**config.mk**
```make
export PLATFORM = sky130hd
export DESIGN_NAME = gate_sweep_ctrl_flat
export DESIGN_NICKNAME = d
export VERILOG_FILES = /design/src/rtl/gate_sweep_ctrl_if.sv /design/src/rtl/gate_sweep_ctrl.sv /design/src/flat_wrapper.sv
export SDC_FILE = /design/constraint.sdc
export NUM_CORES = 1
export LEC_CHECK = 0
export CORE_MARGIN = 5
export CORE_UTILIZATION = 54
export CTS_CLUSTER_DIAMETER = 30
export CTS_CLUSTER_SIZE = 40
export DETAILED_ROUTE_END_ITERATION = 8
export PLACE_DENSITY = 0.79
export REMOVE_ABC_BUFFERS = 1
export SYNTH_ARGS = -nofsm -noshare
export SYNTH_HDL_FRONTEND = slang
export SYNTH_SLANG_ARGS = --single-unit
```
**constraint.sdc**
```tcl
create_clock -name clk -period 2.9 [get_ports clk]
set_input_delay 0.29 -clock clk [delete_from_list [all_inputs] [get_ports clk]]
set_output_delay 0.29 -clock clk [all_outputs]
set_load 0.03 [all_outputs]
```
**src/rtl/gate_sweep_ctrl_if.sv**
```systemverilog
// Result channel of gate_sweep_ctrl: one record per swept gate type.
// Handshake: a record moves when result_valid and result_ready are both high
// at a rising clk edge; while result_valid is high and result_ready is low the
// master holds result_type, result_tt and result_pass unchanged, and
// result_valid never drops without a completed transfer (except on reset).
interface gate_sweep_ctrl_if;
  logic       result_valid;
  logic       result_ready;
  logic [2:0] result_type;
  logic [3:0] result_tt;
  logic       result_pass;

  modport master (
    output result_valid,
    output result_type,
    output result_tt,
    output result_pass,
    input  result_ready
  );

  modport slave (
    input  result_valid,
    input  result_type,
    input  result_tt,
    input  result_pass,
    output result_ready
  );
endinterface

```
**src/rtl/gate_sweep_ctrl.sv**
```systemverilog
// gate_sweep_ctrl: built-in self-test sequencer for the combinational
// gate-select unit. For each gate type it drives the four {A,B} vectors,
// holds each one SETTLE_CYCLES cycles, captures gate_o into a 4-bit truth
// table (bit index = {A,B}), and emits type/table/pass on the result channel.
// Optional build macro GATE_SWEEP_STOP_ON_FAIL_EN: when defined, the sweep
// ends right after the first failing result is accepted.
// dbg_state exposes the FSM state (0 IDLE, 1 SETTLE, 2 EMIT, 3 DONE).
module gate_sweep_ctrl #(
  parameter int NUM_TYPES     = 7,
  parameter int SETTLE_CYCLES = 1
) (
  input  logic              clk,
  input  logic              rst,
  input  logic              start,
  output logic              busy,
  output logic              done,
  output logic              gate_a,
  output logic              gate_b,
  output logic [2:0]        gate_type,
  input  logic              gate_o,
  gate_sweep_ctrl_if.master res,
  output logic [3:0]        fail_count,
  output logic [1:0]        dbg_state
);

  typedef enum logic [1:0] {
    ST_IDLE   = 2'd0,
    ST_SETTLE = 2'd1,
    ST_EMIT   = 2'd2,
    ST_DONE   = 2'd3
  } state_t;

  localparam logic [3:0] LP_SETTLE_RELOAD = 4'(SETTLE_CYCLES - 1);
  localparam logic [2:0] LP_LAST_TYPE     = 3'(NUM_TYPES - 1);

  // Expected truth table, bit3..bit0 = {A,B} = 11,10,01,00.
  function automatic logic [3:0] exp_tt(input logic [2:0] t);
    case (t)
      3'd0:    exp_tt = 4'b1000; // AND
      3'd1:    exp_tt = 4'b1110; // OR
      3'd2:    exp_tt = 4'b0011; // NOT A
      3'd3:    exp_tt = 4'b0111; // NAND
      3'd4:    exp_tt = 4'b0001; // NOR
      3'd5:    exp_tt = 4'b0110; // XOR
      3'd6:    exp_tt = 4'b1001; // XNOR
      default: exp_tt = 4'b0000; // code 7: gate unit outputs constant 0
    endcase
  endfunction

  state_t     r_state, w_state_nxt;
  logic [2:0] r_type, w_type_nxt;
  logic [1:0] r_combo, w_combo_nxt;
  logic [3:0] r_settle, w_settle_nxt;
  logic [3:0] r_tt, w_tt_nxt;
  logic [3:0] r_fail, w_fail_nxt;
  logic       r_gate_a, w_gate_a_nxt;
  logic       r_gate_b, w_gate_b_nxt;
  logic [2:0] r_gate_type, w_gate_type_nxt;

  logic       w_emit;
  logic       w_pass;
  logic       w_handshake;
  logic       w_stop;

  assign w_emit      = (r_state == ST_EMIT);
  assign w_pass      = (r_tt == exp_tt(r_type));
  assign w_handshake = w_emit && res.result_ready;

`ifdef GATE_SWEEP_STOP_ON_FAIL_EN
  assign w_stop = (r_type == LP_LAST_TYPE) || !w_pass;
`else
  assign w_stop = (r_type == LP_LAST_TYPE);
`endif

  // Next-state and datapath next values; everything defaults to hold.
  always_comb begin
    w_state_nxt     = r_state;
    w_type_nxt      = r_type;
    w_combo_nxt     = r_combo;
    w_settle_nxt    = r_settle;
    w_tt_nxt        = r_tt;
    w_fail_nxt      = r_fail;
    w_gate_a_nxt    = r_gate_a;
    w_gate_b_nxt    = r_gate_b;
    w_gate_type_nxt = r_gate_type;
    case (r_state)
      ST_IDLE: begin
        if (start) begin
          w_state_nxt     = ST_SETTLE;
          w_type_nxt      = 3'd0;
          w_combo_nxt     = 2'd0;
          w_tt_nxt        = 4'd0;
          w_settle_nxt    = LP_SETTLE_RELOAD;
          w_fail_nxt      = 4'd0;
          w_gate_a_nxt    = 1'b0;
          w_gate_b_nxt    = 1'b0;
          w_gate_type_nxt = 3'd0;
        end
      end
      ST_SETTLE: begin
        if (r_settle != 4'd0) begin
          w_settle_nxt = r_settle - 4'd1;
        end else begin
          w_tt_nxt[r_combo] = gate_o;
          if (r_combo == 2'd3) begin
            // Vector {1,1} stays on the gate pins while the result waits.
            w_state_nxt = ST_EMIT;
          end else begin
            w_combo_nxt  = r_combo + 2'd1;
            w_settle_nxt = LP_SETTLE_RELOAD;
            w_gate_a_nxt = w_combo_nxt[1];
            w_gate_b_nxt = w_combo_nxt[0];
          end
        end
      end
      ST_EMIT: begin
        if (w_handshake) begin
          if (!w_pass) begin
            w_fail_nxt = r_fail + 4'd1;
          end
          if (w_stop) begin
            w_state_nxt     = ST_DONE;
            w_gate_a_nxt    = 1'b0;
            w_gate_b_nxt    = 1'b0;
            w_gate_type_nxt = 3'd0;
          end else begin
            w_state_nxt     = ST_SETTLE;
            w_type_nxt      = r_type + 3'd1;
            w_combo_nxt     = 2'd0;
            w_tt_nxt        = 4'd0;
            w_settle_nxt    = LP_SETTLE_RELOAD;
            w_gate_a_nxt    = 1'b0;
            w_gate_b_nxt    = 1'b0;
            w_gate_type_nxt = r_type + 3'd1;
          end
        end
      end
      default: begin
        // DONE lasts one cycle; start is not looked at here.
        w_state_nxt = ST_IDLE;
      end
    endcase
  end

  // State and datapath registers; reset clears everything at once.
  always_ff @(posedge clk or posedge rst) begin
    if (rst) begin
      r_state     <= ST_IDLE;
      r_type      <= 3'd0;
      r_combo     <= 2'd0;
      r_settle    <= 4'd0;
      r_tt        <= 4'd0;
      r_fail      <= 4'd0;
      r_gate_a    <= 1'b0;
      r_gate_b    <= 1'b0;
      r_gate_type <= 3'd0;
    end else begin
      r_state     <= w_state_nxt;
      r_type      <= w_type_nxt;
      r_combo     <= w_combo_nxt;
      r_settle    <= w_settle_nxt;
      r_tt        <= w_tt_nxt;
      r_fail      <= w_fail_nxt;
      r_gate_a    <= w_gate_a_nxt;
      r_gate_b    <= w_gate_b_nxt;
      r_gate_type <= w_gate_type_nxt;
    end
  end

  assign busy       = (r_state == ST_SETTLE) || w_emit;
  assign done       = (r_state == ST_DONE);
  assign gate_a     = r_gate_a;
  assign gate_b     = r_gate_b;
  assign gate_type  = r_gate_type;
  assign fail_count = r_fail;
  assign dbg_state  = r_state;

  // Result fields read as zero outside EMIT so idle values carry no meaning.
  assign res.result_valid = w_emit;
  assign res.result_type  = w_emit ? r_type : 3'd0;
  assign res.result_tt    = w_emit ? r_tt : 4'd0;
  assign res.result_pass  = w_emit && w_pass;

endmodule

```
**src/flat_wrapper.sv**
```systemverilog
// flat-port wrapper written by rule: the top's interface ports become plain ports
module gate_sweep_ctrl_flat 
#(
  parameter int NUM_TYPES     = 7,
  parameter int SETTLE_CYCLES = 1
)
  (clk, rst, start, busy, done, gate_a, gate_b, gate_type, gate_o, fail_count, dbg_state, res_result_valid, res_result_type, res_result_tt, res_result_pass, res_result_ready);
  gate_sweep_ctrl_if res_i ();
  input  logic clk;
  input  logic rst;
  input  logic start;
  output logic busy;
  output logic done;
  output logic gate_a;
  output logic gate_b;
  output logic [2:0] gate_type;
  input  logic gate_o;
  output logic [3:0] fail_count;
  output logic [1:0] dbg_state;
  output wire logic [$bits(res_i.result_valid)-1:0] res_result_valid;
  output wire logic [$bits(res_i.result_type)-1:0] res_result_type;
  output wire logic [$bits(res_i.result_tt)-1:0] res_result_tt;
  output wire logic [$bits(res_i.result_pass)-1:0] res_result_pass;
  input wire logic [$bits(res_i.result_ready)-1:0] res_result_ready;
  assign res_result_valid = res_i.result_valid;
  assign res_result_type = res_i.result_type;
  assign res_result_tt = res_i.result_tt;
  assign res_result_pass = res_i.result_pass;
  assign res_i.result_ready = res_result_ready;
  gate_sweep_ctrl #(.NUM_TYPES(NUM_TYPES), .SETTLE_CYCLES(SETTLE_CYCLES)) u_core (.clk(clk), .rst(rst), .start(start), .busy(busy), .done(done), .gate_a(gate_a), .gate_b(gate_b), .gate_type(gate_type), .gate_o(gate_o), .res(res_i), .fail_count(fail_count), .dbg_state(dbg_state));
endmodule
```
# After elaboration in Yosys (flattened, before gate mapping)
# Cells that the tools add are included.
[op_classes]
n_addsub = 4
n_mul = 0
div = 0
magnitude_cmp = 2
n_eq_ne = 19
n_shift = 0
mux = 44
bitwise = 0
reduce_logical = 17
[ops]
columns = ["cell", "n"]
rows = [
  ["$mux W4", 9],
  ["$pmux W4 S7", 1],
  ["$pmux W4 S3", 2],
  ["$mux W2", 10],
  ["$mux W3", 6],
  ["$reduce_and A5 Y1", 3],
  ["$ne A2 B2 Y1 const B", 6],
  ["$pmux W2 S3", 2],
  ["$pmux W3 S2", 2],
  ["$reduce_and A4 Y1", 3],
  ["$eq A3 B3 Y1 const B", 3],
  ["$pmux W4 S2", 1],
  ["$mux W1", 7],
  ["$eq A2 B2 Y1 const B", 3],
  ["$eq A3 B2 Y1 const B", 2],
  ["$pmux W1 S3", 2],
  ["$reduce_and A6 Y1", 1],
  ["$add A4 B1 Y4 const B", 1],
  ["$bwmux W4", 1],
  ["$eq A4 B4 Y1", 1],
  ["$reduce_bool A4 Y1", 1],
  ["$sub A4 B1 Y4 const B", 1],
  ["$add A3 B1 Y3 const B", 1],
  ["$eq A3 B1 Y1 const B", 1],
  ["other kinds (14)", 16],
]
[word_totals]
ff_bits = 24
latch_bits = 0
mem_bits_rw = 0
rom_bits = 0
inputBits = 5
word_cells = 95
mem_count = 0

# Longest topological paths before layout
# Gate-level depths: netlist (run 1).
[logic_depth]
ltp_word = 7
ltp_mapped = 8

# Least setup slack after synthesis (run 1)
# No wires, ideal clock.
[synth_timing]
path_type = "register -> register"
startpoint = "register u_core.r_state[0], in the netlist u_core.dbg_state[0]"
endpoint = "register u_core.r_fail[0], in the netlist u_core.fail_count[0]"
setup_time_ps = 125
t_arrival_ps = 2290
setup_slack_ps = 485
stages_incl_launch_ff = 8
period_less_slack_ps = 2415
path_cell_list = "dfrtp_1 inv_1 ha_1 nor2b_2 nor2_2 o21ai_1 a31oi_4 mux2_4"
[synth_via]
elab_chain_len = 4
[synth_lines]
columns = ["item", "line", "text"]
rows = [
  ["start: declaration", "gate_sweep_ctrl.sv:50", "state_t r_state, w_state_nxt;"],
  ["start signal: assignment", "gate_sweep_ctrl.sv:158", "r_state <= w_state_nxt;"],
  ["$eq A2 B2 Y1 (*)", "gate_sweep_ctrl.sv:65", "assign w_emit = (r_state == ST_EMIT);"],
  ["net res_result_valid", "flat_wrapper.sv:20", "output wire logic [$bits(res_i.result_valid)-1:0] res_result_valid;"],
  ["$logic_and A1 B1 Y1", "gate_sweep_ctrl.sv:67", "assign w_handshake = w_emit && res.result_ready;"],
  ["$ne A2 B2 Y1 (no source line)", "-", ""],
  ["$reduce_and A4 Y1 (no source line)", "-", ""],
  ["end signal: assignment", "gate_sweep_ctrl.sv:163", "r_fail <= w_fail_nxt;"],
  ["end: declaration", "gate_sweep_ctrl.sv:55", "logic [3:0] r_fail, w_fail_nxt;"],
]
# Mark *: on every way through the listed nets, which the timed path passes. The rest lies on a longest branch.
# A chain may end at the register's enable or synchronous reset.

# Final worst setup path (run 1)
[layout_timing]
startpoint = "register u_core.r_state[0], in the netlist u_core.dbg_state[0]"
endpoint = "output res_result_pass"
[layout_via]
elab_chain_len = 2
[layout_lines]
columns = ["item", "line", "text"]
rows = [
  ["$eq A2 B2 Y1", "gate_sweep_ctrl.sv:65", ""],
  ["$logic_and A1 B1 Y1", "gate_sweep_ctrl.sv:182", "assign res.result_pass = w_emit && w_pass;"],
  ["end: declaration", "flat_wrapper.sv:23", "output wire logic [$bits(res_i.result_pass)-1:0] res_result_pass;"],
]
# Every way passes these cells.

==> impl_metrics.json, run 1 <==
{
  "outcome": "complete, no violations",
  "vias": 1461,
  "grt_start_max_net_pins": 25,
  "start_util_pct": 57.11,
  "die_h_um": 67.06,
  "dr.first_iter.drc_count": 80,
  "insertion_delay_ns": 0.33,
  "slew_headroom_pct": 36.07,
  "p_per_area_nw_per_um2": 846.1,
  "setup_viol": 0,
  "synth-async-reset-ratio_pct": 100.0,
  "max_cap_viol_count": 0,
  "drt_pass1_iterations": 4,
  "synth_edf_count": 0,
  "yosys.cell_count.top_type": "dfrtp_1",
  "via_per_inst": 5.775,
  "synth.distinct_cells": 49,
  "crit_required_ns": 2.61,
  "grt_util_all_layers_pct": 19.65,
  "arrival_ns": 2.42,
  "fin_nets": 231,
  "yosysWarnings": 0,
  "drc": 0,
  "syn_inst": 184,
  "placement_rows": 20,
  "clk_root_buffer_cell": "clkbuf_4",
  "seqPwrFrac_pct": 27.8,
  "grt_pass1_vias": 1474,
  "htreeDepth": 1,
  "clk_pin_slew_worst_paths_ns": 0.14,
  "cts_setup_buffers": 0,
  "worst-r2r-cell-count": 7,
  "cts.sinks": 24,
  "fp.dieArea_sq_um": 4496,
  "port_buffers": 26,
  "ys_top_cells_by_area": "dfrtp_1 (34%), ha_1 (11%), inv_1 (3.8%)",
  "layout.cells.non_filler": 253,
  "fin_worst_skew_ns": 0.005085,
  "hpwl_mm": 2.952,
  "ir_drop_mv": 0.6326,
  "synth_common_cells": "dfrtp_1 (24), inv_1 (18), nand2_1 (18)",
  "netlist.area_leader.share_pct": 34.16,
  "nFillCells": 251,
  "start_kind": "flop",
  "placed_area_sq_um": 2037,
  "combPwrFrac_pct": 58.1,
  "synth_area_per_cell_sq_um": 9.554,
  "antenna_found_initial": 0,
  "clockBufferDepth": 2,
  "hold_path_class": "in2async",
  "cts_buffers": 3,
  "yosys.area.top_type": "dfrtp_1",
  "wl_mm": 3.967,
  "p_leak_nw": 0.9038,
  "cts_resized": 0,
  "overflow": 0,
  "min_period_over_period_pct": 93.55,
  "clkPwrFrac_pct": 14.1,
  "post-place-ws_ns": 0.5119,
  "hold_buffers": 0,
  "swShare_pct": 46.15,
  "period_minus_slack_ns": 2.713,
  "drive_gt1_share_pct": 11.00,
  "post_drt_wl_per_cell_um": 15.68,
  "rsz0062_at_grt": "false",
  "ys_ff_latch": 24,
  "place_congestion": 0.8617,
  "ios": 27,
  "die_x_um": 67.06,
  "setup_tns_ns": 0,
  "finalHoldViolCount": 0,
  "worst_slack_ns": 0.1872,
  "postRouteAntennaNets": 0,
  "p_sw_w": 0.0008159,
  "placed_cells": 249,
  "slew_viol_final": 0,
  "internal_power_w": 0.0009521,
  "worst-setup-path-type": "reg2out",
  "synthFlopType": "dfrtp_1",
  "worstSetupEndpointType": "output port",
  "grt_first_pass_wirelength_mm": 6.624,
  "seq_area_frac_synth_pct": 34.16,
  "num_antenna_cells": 0,
  "tightest_slew_ns": 0.9578,
  "cp_max_fo": 14,
  "core-area_sq_um": 3078,
  "fmax_mhz": 368.6,
  "stdcell_area_sq_um": 2090,
  "area_growth_pct": 18.86,
  "netlist_area_sq_um": 1758,
  "cts_tree": "yes"
}
==> path summary, 6_finish.rpt <==
path,startpoint,end,slack (ns)
max in group asynchronous,rst,u_core.dbg_state[0],1.86
hold / removal,rst,u_core.fail_count[1],0.46
setup reg to reg,u_core.dbg_state[0],u_core.fail_count[0],0.45
min in group clk,u_core.gate_type[2],u_core.gate_type[2],0.51
hold reg to reg,u_core.gate_type[2],u_core.gate_type[2],0.51
setup / recovery,u_core.dbg_state[0],res_result_pass,0.19
==> worst max-delay path, stage by stage, from the launching register on <==
cell and delay (ns):
dfrtp_1 0.46, inv_1 0.12, ha_1 0.40, buf_4 0.27, o311ai_2 0.14, a221oi_4 0.30, and3_2 0.26, buf_4 0.16
==> registers in the layout (all words and copies together), names as in the netlist <==
name / count
u_core.dbg_state: 2
u_core.r_settle: 4
u_core.r_combo: 2
u_core.gate_a: 1
u_core.fail_count: 4
u_core.gate_b: 1
u_core.r_type: 3
u_core.r_tt: 4
u_core.gate_type: 3
==> layout by cell type, fill, tap and decap left out, types with 2 or more instances in the layout <==
master           Yosys  final
a21oi_1              5      5
a221o_1              2      2
a311oi_1             2      2
o21ai_0              8      8
o32ai_1              3      3
nor2b_2              2      2
a31oi_1              2      2
clkbuf_4             0      3
ha_1                16     16
and3_2               2      2
clkdlybuf4s50_1      0     25
nor2_1               7      7
and2_1               8      8
nand2_1             18     18
o2bb2ai_1            2      2
nand2b_1             3      3
inv_1               18     18
nand3_1              7      7
nor2b_1              4      4
nor3b_1              2      2
buf_4                0      3
o21ai_1              4      4
a32o_1               2      2
o31ai_1              2      2
dfrtp_1             24     24
a22o_1               7      7
a21o_1               2      2
o22ai_1              3      3
==> power groups by stage <==
stage | sequential [W] | combinational [W] | clock, W
2_1_floorplan | 0.000546 | 0.000693 | 0
3_3_place_gp | 0.000491 | 0.000979 | 0
3_5_place_dp | 0.000497 | 0.00102 | 0
4_1_cts | 0.000491 | 0.00102 | 0.000254
5_1_grt | 0.000504 | 0.00112 | 0.000271
6_report | 0.000492 | 0.00103 | 0.000250
==> through the flow <==
step	hold WS [ns]	power [W]	util (%)
floorplan	0.3046	0.001239	-
global placement	0.4695	0.001471	66.18
detailed placement	0.4863	0.001515	66.18
CTS	0.4944	0.001770	67.89
global route	0.5322	0.001900	67.89
finish	0.4577	0.001768	67.89
==> layout make-up <==
class	instances	area, sq um	area share, %
Clock inverter	1	30.03	1.437
Clock buffer	3	22.52	1.078
Timing Repair Buffer	28	272.8	13.05
Multi-Input combinational cell	135	1041	49.82
Sequential cell	24	600.6	28.74
Tap cell	44	55.05	2.635
Inverter	18	67.56	3.234
==> kinds of logic after synthesis <==
logic type	after synthesis	synth area share (%)
AND/OR/NAND/NOR	64	20.71
AO/OA/AOI/OAI	51	24.56
buffers and inverters	25	6.619
flip-flops	24	34.16
adder cells (fa/ha/maj)	16	11.39
multiplexers	3	2.064
XOR/XNOR	1	0.4983
==> metal layers <==
layer | global-route usage (%) | share of wire, % | up-vias
met2 | 34.11 | 49 | 34
met4 | 9.367 | 2.8 | 0
li1 | - | - | 710
met3 | 3.035 | 3.5 | 9
met5 | 0 | 0 | -
met1 | 23.35 | 45 | 708
(Power assumes the default switching activity.)
==> inputs of run 2 (changes only) <==
- CORE_MARGIN: 5 -> not set
- PLACE_DENSITY: 0.79 -> 0.8
==> run 2 against run 1 <==
Global-route usage increased by 4.0 points; die area decreased by 22%; wire length down 5.9%; clock skew is 0.0080 ns higher; sequential share of layout area is 0.052 points lower; utilization rose by 0.41 points; critical path depth stayed put; non-clock buffer count up 1; largest power group unchanged; setup slack worse by 0.049 ns; clock-buffer cell count unchanged.
==> impl_metrics.json, run 2 (synthesis gave the netlist of run 1 again) <==
{
  "dr.first_iter.drc_count": 94,
  "combPwrFrac_pct": 58.0,
  "antenna_found_initial": 0,
  "die_h_um": 59.06,
  "grt_first_pass_wirelength_mm": 6.216,
  "placement_rows": 20,
  "start_kind": "flop",
  "place_congestion": 0.8414,
  "grt_util_all_layers_pct": 23.64,
  "hold_path_class": "in2async",
  "clkPwrFrac_pct": 14.1,
  "internal_power_w": 0.0009619,
  "min_period_over_period_pct": 95.25,
  "drc": 0,
  "drive_gt1_share_pct": 11.90,
  "cts_buffers": 3,
  "worst-path-stages": 7,
  "hpwl_mm": 2.687,
  "via_per_inst": 5.831,
  "postRouteAntennaNets": 0,
  "regArea_sq_um": 603.1,
  "cts.sinks": 24,
  "htreeDepth": 1,
  "period_minus_slack_ns": 2.762,
  "multi_input_area_sq_um": 1041,
  "core-area_sq_um": 3078,
  "fp.dieArea_sq_um": 3487,
  "slew_headroom_pct": 38.49,
  "tightest_slew_ns": 0.9216,
  "path_delay_family": "simple AND/OR/NAND/NOR gates",
  "layout_common_cells": "clkdlybuf4s50_1 (25), dfrtp_1 (22), nand2_1 (18), inv_1 (18), ha_1 (16)",
  "fin_worst_skew_ns": 0.01310,
  "wl_mm": 3.731,
  "worstSetupEndpointType": "output port",
  "outcome": "complete, no violations",
  "layout_commonest_cell": "clkdlybuf4s50_1",
  "ir_drop_mv": 0.6131,
  "crit_buf_inv": 2,
  "setup_viol": 0,
  "cts_tree": "yes",
  "start_util_pct": 57.11,
  "clockBufferDepth": 2,
  "grt_pass1_vias": 1384,
  "grt_start_max_net_pins": 25,
  "nFillCells": 256,
  "num_antenna_cells": 0,
  "crit_start": "u_core.r_type[1]",
  "overflow": 0,
  "port_buffers": 26,
  "area_growth_pct": 19.57,
  "p_leak_nw": 0.9050,
  "post-place-ws_ns": 0.2093,
  "finalHoldViolCount": 0,
  "worst-setup-path-type": "reg2out",
  "regToRegSetupSlack_ns": 0.52,
  "clk_pin_slew_worst_paths_ns": 0.15,
  "arrival_ns": 2.47,
  "slew_viol_final": 0,
  "path_cells": "inv_1 > ha_1 > or4b_4 > o311ai_2 > a221oi_4 > and3_2 > clkdlybuf4s15_1",
  "fmax_mhz": 362.0,
  "critPathSlowestCell": "or4b_4",
  "rsz0062_at_grt": "false",
  "cpPeakStageDelay_ns": 0.55,
  "clk_root_buffer_cell": "clkbuf_4",
  "critPathCapture": "res_result_pass",
  "worstReg2RegEnd": "u_core.fail_count[0]",
  "seqPwrFrac_pct": 27.9,
  "vias": 1481,
  "p_per_area_nw_per_um2": 842.9,
  "insertion_delay_ns": 0.33,
  "worst_slack_ns": 0.1378,
  "max_cap_viol_count": 0,
  "drt_pass1_iterations": 4,
  "swShare_pct": 45.71,
  "holdWs_ns": 0.4477,
  "die_x_um": 59.06,
  "r2r-start": "u_core.dbg_state[0]",
  "worst-r2r-cell-count": 7,
  "cp_max_fo": 8,
  "post_drt_wl_per_cell_um": 14.69,
  "p_sw_w": 0.0008099,
  "ios": 27,
  "setup_tns_ns": 0,
  "crit_required_ns": 2.61,
  "fin_nets": 232
}
-- run 2: cell types whose count changed in the layout (fill, tap and decap cells not counted) --
cell             previous run  this run
dfrtp_2                     0         2
clkdlybuf4s15_1             0         1
dfrtp_1                    24        22
-- run 2: final cells by class --
cell class                 instances  area share [%]
sequential                        24           28.69
timing repair buffer              29           13.45
tap                               44           2.619
clock buffer                       3           1.071
clock inverter                     1           1.429
multi-input combinational        135           49.52
inverter                          18           3.214
-- run 2: worst reg2reg max path, delay by kind of cell (launching register included) --
family,cells,cell delay [ns]
mux,1,0.32
fa+ha+maj,1,0.28
simple gates,2,0.51
buf+inv,1,0.10
flops,1,0.45
compound gates,2,0.64
-- run 2: per-layer routing --
metal	vias up	global-route usage, %	part of all wire [%]	wire length (um)
met2	38	39.29	49	1846
met3	7	3.057	3.4	126
li1	714	-	-	-
met5	-	0	0	0
met1	722	31.79	46	1707
met4	0	8.163	1.3	50
-- run 2: worst min-delay path by stage --
stage | slack (ns) | endpoint | cells past startpoint
after floorplan | 0.30 | u_core.dbg_state[0] | 1
after global placement | 0.47 | u_core.gate_type[0] | 2
after detailed placement | 0.48 | u_core.gate_type[0] | 2
after CTS | 0.50 | u_core.r_settle[2] | 2
after global routing | 0.53 | u_core.gate_type[0] | 2
final | 0.45 | u_core.r_settle[2] | 2
-- run 2: what timing repair did --
action,in CTS,in global routing
setup endpoints to repair,1,1
hold buffers,0,0
setup buffers,0,0
hold endpoints to repair,0,0
resized for setup,2,2
-- run 2: through the flow --
stage,utilization (%),std cells,area [sq um],power (W)
final,68.29,254,2102,0.001772
after global placement,66.50,250,2047,0.001485
after global routing,68.29,254,2102,0.001896
after floorplan,-,177,1709,0.001239
after detailed placement,66.50,250,2047,0.001512
after CTS,68.21,254,2100,0.001771
-- run 2: power groups by stage --
| stage | logic (W) | registers, W | clock network, W |
|---|---|---|---|
| floorplan | 0.000693 | 0.000546 | 0 |
| global placement | 0.000996 | 0.000489 | 0 |
| detailed placement | 0.00102 | 0.000497 | 0 |
| CTS | 0.00103 | 0.000490 | 0.000252 |
| global route | 0.00112 | 0.000504 | 0.000266 |
| finish | 0.00103 | 0.000494 | 0.000250 |
==> inputs of run 3 (changes only) <==
- MAX_ROUTING_LAYER: not set -> met4
- REMOVE_ABC_BUFFERS: 1 -> not set
==> run 3 against run 2 <==
Final area rose by 0.95%; power is 1.4% higher; via count fell by 0.74%; clock power fell by 2%; die area did not move; maximum frequency rose by 2.0%; final cell count rose by 1.2%; critical endpoint unchanged; largest cell class unchanged.
==> impl_metrics.json, run 3 (synthesis gave the netlist of run 1 again) <==
{
  "dr.first_iter.drc_count": 84,
  "p_per_area_nw_per_um2": 846.6,
  "num_antenna_cells": 0,
  "insertion_delay_ns": 0.32,
  "clk_root_buffer_cell": "clkbuf_4",
  "hpwl_mm": 2.966,
  "max_cap_viol_count": 0,
  "grt_util_all_layers_pct": 26.24,
  "synth_nets": 205,
  "tightest_slew_ns": 0.9388,
  "period_minus_slack_ns": 2.708,
  "arrival_ns": 2.42,
  "clockBufferDepth": 2,
  "cts_tree": "yes",
  "grt_first_pass_wirelength_mm": 6.720,
  "cts_setup_buffers": 0,
  "r2r-start": "u_core.dbg_state[1]",
  "worst-r2r-cell-count": 7,
  "area_growth_pct": 20.71,
  "vias": 1470,
  "grt_pass1_vias": 1420,
  "outcome": "complete, no violations",
  "drive_gt1_share_pct": 12.68,
  "fp.dieArea_sq_um": 3487,
  "slew_headroom_pct": 37.34,
  "worst-setup-path-type": "reg2out",
  "grt_start_max_net_pins": 25,
  "antenna_found_initial": 0,
  "p_leak_nw": 0.9267,
  "drt_pass1_iterations": 5,
  "place_congestion": 0.8865,
  "placement_rows": 20,
  "cts_buffers": 3,
  "fmax_mhz": 369.2,
  "port_buffers": 26,
  "ir_drop_mv": 0.7233,
  "post-place-ws_ns": 0.2615,
  "regToRegSetupSlack_ns": 0.48,
  "layout.cells.non_filler": 257,
  "rsz0062_at_grt": "false",
  "die_x_um": 59.06,
  "p_total_w": 0.001797,
  "finalHoldViolCount": 0,
  "hold_buffers": 0,
  "cp_max_fo": 10,
  "worstReg2RegEnd": "u_core.fail_count[0]",
  "crit_required_ns": 2.61,
  "min_period_over_period_pct": 93.39,
  "cts.sinks": 24,
  "wl_mm": 3.957,
  "multi_input_area_sq_um": 1041,
  "postRouteAntennaNets": 0,
  "htreeDepth": 1,
  "layout_commonest_cell": "clkdlybuf4s50_1",
  "start_kind": "flop",
  "clk_pin_slew_worst_paths_ns": 0.15,
  "placed_cells": 253,
  "via_per_inst": 5.720,
  "start_util_pct": 57.11,
  "post_drt_wl_per_cell_um": 15.40,
  "setup_viol": 0,
  "nFillCells": 266,
  "drc": 0,
  "ios": 27,
  "worst_slack_ns": 0.1917,
  "worstSetupEndpointType": "output port",
  "layout_common_cells": "clkdlybuf4s50_1 (25), dfrtp_1 (23), nand2_1 (18), inv_1 (18), ha_1 (16)",
  "die_h_um": 59.06,
  "fin_worst_skew_ns": 0.01466,
  "setup_tns_ns": 0,
  "core-area_sq_um": 3078,
  "fin_nets": 235,
  "overflow": 0,
  "hold_path_class": "in2async",
  "regArea_sq_um": 601.8,
  "slew_viol_final": 0
}
==> run 3: cell types whose count changed in the layout (fill, tap and decap cells not counted) <==
cell / delta
buf_4: +3
clkdlybuf4s15_1: -1
dfrtp_1: +1
dfrtp_2: -1
dlygate4sd2_1: +1
==> run 3: cell type report <==
| type | count | share of cell area, % |
|---|---|---|
| Clock inverter | 1 | 1.415 |
| Timing Repair Buffer | 32 | 14.33 |
| Sequential cell | 24 | 28.36 |
| Multi-Input combinational cell | 135 | 49.06 |
| Inverter | 18 | 3.184 |
| Tap cell | 44 | 2.594 |
| Clock buffer | 3 | 1.061 |
==> run 3: per-stage QoR <==
stage	hold WS [ns]	area [sq um]	utilization [%]
global route	0.5359	2122	68.94
CTS	0.5040	2122	68.94
global placement	0.4666	2069	67.24
detailed placement	0.4818	2069	67.24
floorplan	0.3046	1758	-
finish	0.4622	2122	68.94
==> run 3: worst max-delay path by stage <==
| stage | start | end | slack [ns] | cells past startpoint |
|---|---|---|---|---|
| 6_report | u_core.r_type[0] | res_result_pass | 0.19 | 6 |
| 5_1_grt | u_core.r_type[0] | res_result_pass | 0.07 | 6 |
| 4_1_cts | u_core.r_type[0] | res_result_pass | 0.19 | 6 |
| 3_5_place_dp | u_core.r_type[0] | res_result_pass | 0.26 | 7 |
| 3_3_place_gp | u_core.r_type[0] | res_result_pass | 0.28 | 7 |
| 2_1_floorplan | u_core.dbg_state[0] | u_core.fail_count[0] | 0.48 | 7 |
==> run 3: worst max-delay path: stages, from the launching register on <==
cell and delay (ns):
dfrtp_2 0.49, ha_1 0.31, or4b_4 0.54, o311ai_2 0.12, a221oi_4 0.08, and3_2 0.21
dlygate4sd2_1 0.35
==> run 3: layer usage <==
layer	part of all wire, %	routed length (um)	track usage, %	vias to the layer above
met2	45	1781	40.10	42
met5	0	0	-	-
met3	4.1	161	2.838	4
li1	-	-	-	718
met1	50	1981	36.81	706
met4	0.83	33	7.483	0
==> run 3: power by group <==
group          switching [W]  total, W  leakage [nW]  internal (W)
Sequential         0.0000856  0.000492         0.326      0.000406
Clock               0.000107  0.000246        0.0279      0.000140
Combinational       0.000636   0.00106         0.573      0.000422
Total               0.000829   0.00180         0.927      0.000968
==> run 3: timing repair <==
| action | 4_1_cts | 5_1_grt |
|---|---|---|
| setup endpoints to repair | 1 | 0 |
| gates resized for setup | 2 | 0 |
| endpoints found under the hold margin | 0 | 0 |
